### src/rtl/cpu_types_pkg.sv
// Shared types for the cache-to-memory path: word type, RAM handshake
// states and the request arbiter's FSM encoding.
package cpu_types_pkg;

    typedef logic [31:0] word_t;

    typedef enum logic [1:0] {
        FREE   = 2'd0,
        BUSY   = 2'd1,
        ACCESS = 2'd2,
        ERROR  = 2'd3
    } ramstate_t;

    typedef enum logic [1:0] {
        IDLE   = 2'd0,
        IFETCH = 2'd1,
        DREAD  = 2'd2,
        DWRITE = 2'd3
    } arb_state_t;

endpackage

### src/rtl/mem_request_arbiter.sv
// Memory-side responder for one core's instruction and data caches: arbitrates
// the two request streams onto a single-ported RAM and acks via iwait/dwait.
module mem_request_arbiter
    import cpu_types_pkg::*;
#(
    parameter int unsigned MAX_D_STREAK   = 4,
    parameter int unsigned TIMEOUT_CYCLES = 64
) (
    input  logic      CLK,
    input  logic      nRST,
    input  logic      iREN,
    input  word_t     iaddr,
    output logic      iwait,
    output word_t     iload,
    input  logic      dREN,
    input  logic      dWEN,
    input  word_t     daddr,
    input  word_t     dstore,
    output logic      dwait,
    output word_t     dload,
    output logic      ramREN,
    output logic      ramWEN,
    output word_t     ramaddr,
    output word_t     ramstore,
    input  word_t     ramload,
    input  ramstate_t ramstate,
    output logic      mem_err
);

    localparam int SW = $clog2(MAX_D_STREAK + 1);
    localparam int TW = $clog2(TIMEOUT_CYCLES + 1);
    localparam logic [SW-1:0] STREAK_MAX = SW'(MAX_D_STREAK);
    localparam logic [TW-1:0] TMO_LIMIT  = TW'(TIMEOUT_CYCLES);

    arb_state_t    state_q,  state_d;
    logic [SW-1:0] streak_q, streak_d;
    logic [TW-1:0] tmo_q,    tmo_d;
    logic          err_q,    err_d;
    logic          req_live;

    assign iload   = ramload;
    assign dload   = ramload;
    assign mem_err = err_q;

    always_comb begin
        state_d  = state_q;
        streak_d = streak_q;
        tmo_d    = tmo_q;
        err_d    = err_q;
        iwait    = 1'b1;
        dwait    = 1'b1;
        ramREN   = 1'b0;
        ramWEN   = 1'b0;
        ramaddr  = '0;
        ramstore = '0;
        req_live = 1'b0;

        case (state_q)
            IDLE: begin
                tmo_d = '0;
                // Data wins unless it has starved a pending fetch for a full streak.
                if ((dREN || dWEN) && !(iREN && streak_q == STREAK_MAX))
                    state_d = dWEN ? DWRITE : DREAD;
                else if (iREN)
                    state_d = IFETCH;
            end
            IFETCH: begin
                ramREN   = 1'b1;
                ramaddr  = iaddr;
                req_live = iREN;
            end
            DREAD: begin
                ramREN   = 1'b1;
                ramaddr  = daddr;
                req_live = dREN;
            end
            DWRITE: begin
                ramWEN   = 1'b1;
                ramaddr  = daddr;
                ramstore = dstore;
                req_live = dWEN;
            end
            default: state_d = IDLE;
        endcase

        if (state_q != IDLE) begin
            if (!req_live) begin
                state_d = IDLE;
            end else if (ramstate == ACCESS) begin
                state_d = IDLE;
                if (state_q == IFETCH) begin
                    iwait    = 1'b0;
                    streak_d = '0;
                end else begin
                    dwait = 1'b0;
                    if (!iREN)
                        streak_d = '0;
                    else if (streak_q != STREAK_MAX)
                        streak_d = streak_q + SW'(1);
                end
            end else if (ramstate == ERROR) begin
                err_d   = 1'b1;
                state_d = IDLE;
            end else if (tmo_q + TW'(1) == TMO_LIMIT) begin
                // Abort without ack; the requester is still waiting and re-arbitrates.
                err_d   = 1'b1;
                state_d = IDLE;
            end else begin
                tmo_d = tmo_q + TW'(1);
            end
        end
    end

    always_ff @(posedge CLK or negedge nRST) begin
        if (!nRST) begin
            state_q  <= IDLE;
            streak_q <= '0;
            tmo_q    <= '0;
            err_q    <= 1'b0;
        end else begin
            state_q  <= state_d;
            streak_q <= streak_d;
            tmo_q    <= tmo_d;
            err_q    <= err_d;
        end
    end

endmodule

### config.mk
export PLATFORM = sky130hd
export DESIGN_NAME = mem_request_arbiter
export DESIGN_NICKNAME = d
export VERILOG_FILES = /design/src/rtl/cpu_types_pkg.sv /design/src/rtl/mem_request_arbiter.sv
export SDC_FILE = /design/constraint.sdc
export NUM_CORES = 1
export LEC_CHECK = 0
export CAP_MARGIN = 20
export CORE_AREA = 2 2 103 105
export CTS_CLUSTER_DIAMETER = 30
export DETAILED_ROUTE_END_ITERATION = 6
export DIE_AREA = 0 0 105 107
export HOLD_SLACK_MARGIN = 0.06
export PLACE_DENSITY = 0.7
export SETUP_SLACK_MARGIN = 0.3
export SYNTH_ARGS = -nofsm -noshare
export SYNTH_HDL_FRONTEND = slang
export SYNTH_SLANG_ARGS = --single-unit
### constraint.sdc
create_clock -name CLK -period 2.1 [get_ports CLK]
set_input_delay 0.525 -clock CLK [delete_from_list [all_inputs] [get_ports CLK]]
set_output_delay 0.525 -clock CLK [all_outputs]
set_load 0.005 [all_outputs]
==> metrics.md <==
| Metric | Value |
|---|---|
| Nets | `558` |
| Dominant synthesized flop cell | `dfrtp_1` |
| Core area | `10,100 um^2` |
| Worst setup SP type | `register` |
| RR Endpoint | `tmo_q[0]` |
| Clock sink count | `13` |
| Die width | `105 um` |
| Unrepaired setup endpoints after global routing | `true` |
| Vias in the first global route | `2,432` |
| Utilization after layout | `40.2%` |
| Asr flop ratio synth | `100%` |
| Gr ovfl total | `0` |
| Worst Setup End Kind | `output port` |
| Ports | `268` |
| Netlist cell types | `41` |
| Final wirelength | `9890 um` |
| Mapped Cells | `277` |
| Clock share of power | `5.5%` |
| Failing checks | `setup timing` |
| Status | `finished with violations` |
| Internal | `2.40 mW` |
| Length in cells of the worst reg-to-reg path | `9` |
| Fin crit share | `108%` |
| Via density per instance | `4.50` |
| Max VDD drop | `0.702 mV` |
| Synth Area in XOR/XNOR | `0.431%` |
| Final setup violation count | `34` |
| Synthesized Nets | `419` |
| Sw Pwr | `1.76 mW` |
| # DRC | `0` |
| Leak | `1.75 nW` |
| DRT iter0 DRCs | `154` |
| Die H | `107 um` |
| Avg WL per Cell | `17.9 um` |
| Combinational Power Share | `85.2%` |
| Pwr Density | `1030 nW/um^2` |
| Post-route cell area | `4060 um^2` |
| H-Tree Depth | `1` |
| Main combinational cell family by area after synthesis | `buffers and inverters` |
| Hold path start | `mem_err` |
| Core Rows | `37` |
| Clock Latency Late Sink | `0.25 ns` |
| Critical Path RT | `1.57 ns` |
| Relative slew margins | `58.0%` |
| Adder-cell share of the synthesized area | `4.31%` |
| Share of layout cells above drive strength 1 | `47.7%` |
| Hold Violations, Final | `0` |
| Routability cong. | `0.802` |
| Commonest cells after routing, fill and taps aside | `clkdlybuf4s50_1, buf_2, nor2_1, a22oi_2, buf_6` |
| Most common cell after layout, fill and taps aside | `clkdlybuf4s50_1` |
| WHS Path Cells | `2` |
| Number of port buffers | `171` |
| Max-Cap Viols | `0` |
| Global-route wire length before repair | `14,200 um` |
| Post-synth EDFFs | `0` |
| Number of fill cells | `1,009` |
| Area added between synthesis and finish | `99.8%` |
| Clk_skew | `0.00168 ns` |
| CTS Buf Count | `3` |
| Synth warnings | `0` |
| Mux contribution to synthesized area | `1.05%` |
| Synth Area in Simple Gates | `25.2%` |
| Sw frac | `42.4%` |
| CP startpoint | `state_q[0]` |
| Worst-Margin Slew | `0.628 ns` |
| CTS Root Buffer Type | `clkbuf_8` |
| FMAX | `0.440 GHz` |
| CP arrival | `1.75 ns` |
| CTS tree | `done` |
| Sequential fraction of the synthesis area | `16.0%` |
| Clock Path Buffers | `2` |
| Compound-gate portion of the synthesized area | `24.5%` |
| DIE AREA | `11,200 um^2` |
| Starting Density | `20.1%` |
| Worst Path Class, Setup | `reg2out` |
| First-pass DRT Iterations | `4` |
| Fin crit period | `2.28 ns` |
| Critical R2R Launch | `state_q[0]` |
| Post-layout worst setup margin | `-0.175 ns` |
| Clk slew on worst S/H paths | `0.06 ns` |
| Syn Area/Cell | `7.33 um^2` |
| Final HPWL DP | `6760 um` |
| Antenna violations before repair | `0` |
| Hold_buf cts | `0` |
| Number of synthesized register bits | `13` |
| Reg2reg setup slack | `0.01 ns` |
| Via count | `2,482` |
| Slew Limit Fails | `0` |
| Post-Syn Area | `2030 um^2` |
| Hold Path Class | `reg2reg` |
| Post-DRT Antenna Nets | `0` |
| Largest net degree at the start of global routing | `34` |
| # diodes | `0` |
| Hold Path Sink | `mem_err` |
| Placement Cell Area | `3620 um^2` |
| Seq pwr share | `9.3%` |
| All-Layer GR Usage | `15.8%` |
| Worst Path Max Fanout | `6` |
through the flow:
step | power [mW] | cells | setup WS (ns) | hold WS (ns) | TNS, ns
3_5_place_dp | 3.12 | 522 | -0.603 | 0.472 | -11.46
3_3_place_gp | 3.05 | 522 | -0.625 | 0.460 | -9.14
5_1_grt | 4.45 | 551 | -0.250 | 0.500 | -5.97
6_report | 4.16 | 551 | -0.175 | 0.483 | -3.40
4_1_cts | 3.74 | 540 | -0.189 | 0.494 | -4.93
2_1_floorplan | 1.83 | 277 | 0.225 | 0.229 | 0
sequential cells by signal, summed over array words and instances, names as in the netlist:
signal,count
tmo_q,7
mem_err,1
state_q,2
streak_q,3
worst max path at each step:
stage	endpoint	slack [ns]
6_report	dwait	-0.18
5_1_grt	dwait	-0.25
4_1_cts	ramaddr[9]	-0.19
3_3_place_gp	dwait	-0.63
3_5_place_dp	dwait	-0.60
2_1_floorplan	ramaddr[14]	0.22
cells by family (layout without fill, tap and decap cells):
family / after synthesis / count (layout)
compound gates: 65 / 65
buf+inv: 90 / 226
fa+ha+maj: 7 / 7
mux: 2 / 2
xor+xnor: 1 / 1
flops: 13 / 13
simple gates: 99 / 101
metal layers:
layer  global-route usage [%]  share of wire, %
met1                     19.0                40
met2                     28.5                52
met3                     3.83               6.6
met4                     3.43               1.5
met5                        0                 0
worst max-delay path, stage by stage (launching register included):
cell	delay [ns]
dfrtp_2	0.43
buf_6	0.12
ha_4	0.19
a222oi_1	0.33
buf_4	0.19
nor3_4	0.05
nand2b_1	0.09
buf_6	0.11
synth_stat cells (2+ instances only):
cell type / n / area [um^2]
buf_4: 64 / 480
nor2_1: 36 / 135
a22oi_1: 33 / 248
and2_1: 33 / 206
clkbuf_1: 16 / 60.1
dfrtp_1: 13 / 325
nand2_1: 10 / 37.5
inv_1: 8 / 30.0
ha_1: 7 / 87.6
a21oi_1: 6 / 30.0
nand2b_1: 6 / 37.5
o21ai_0: 4 / 20.0
a31oi_1: 3 / 18.8
nor3_1: 3 / 15.0
o22ai_1: 3 / 18.8
a21bo_2: 2 / 20.0
a222oi_1: 2 / 20.0
a31o_2: 2 / 17.5
nand3_1: 2 / 10.0
nor2b_1: 2 / 12.5
o31a_1: 2 / 17.5
cell type report:
class                      instances  area (um^2)  share of cell area (%)
timing repair buffer             214         2010                    49.6
multi-input combinational        176         1470                    36.2
tap                              136          170                    4.19
sequential                        13          328                    8.08
clock buffer                       4         45.0                    1.11
inverter                           8         32.5                   0.802
what timing repair did:
action	CTS	global route
gates cloned	3	2
endpoints found under the hold margin	0	0
pin swaps	34	47
endpoints found under the setup margin	79	81
gates resized for setup	286	85
setup buffers	11	9
power by group through the flow:
stage               clock [mW]  combinational [mW]  sequential [mW]
finish                   0.229                3.55            0.388
global route             0.249                3.81            0.394
detailed placement           0                2.74            0.376
floorplan                    0                1.47            0.363
CTS                      0.234                3.13            0.380
global placement             0                2.68            0.370
Power figures use the tool's default switching activity.
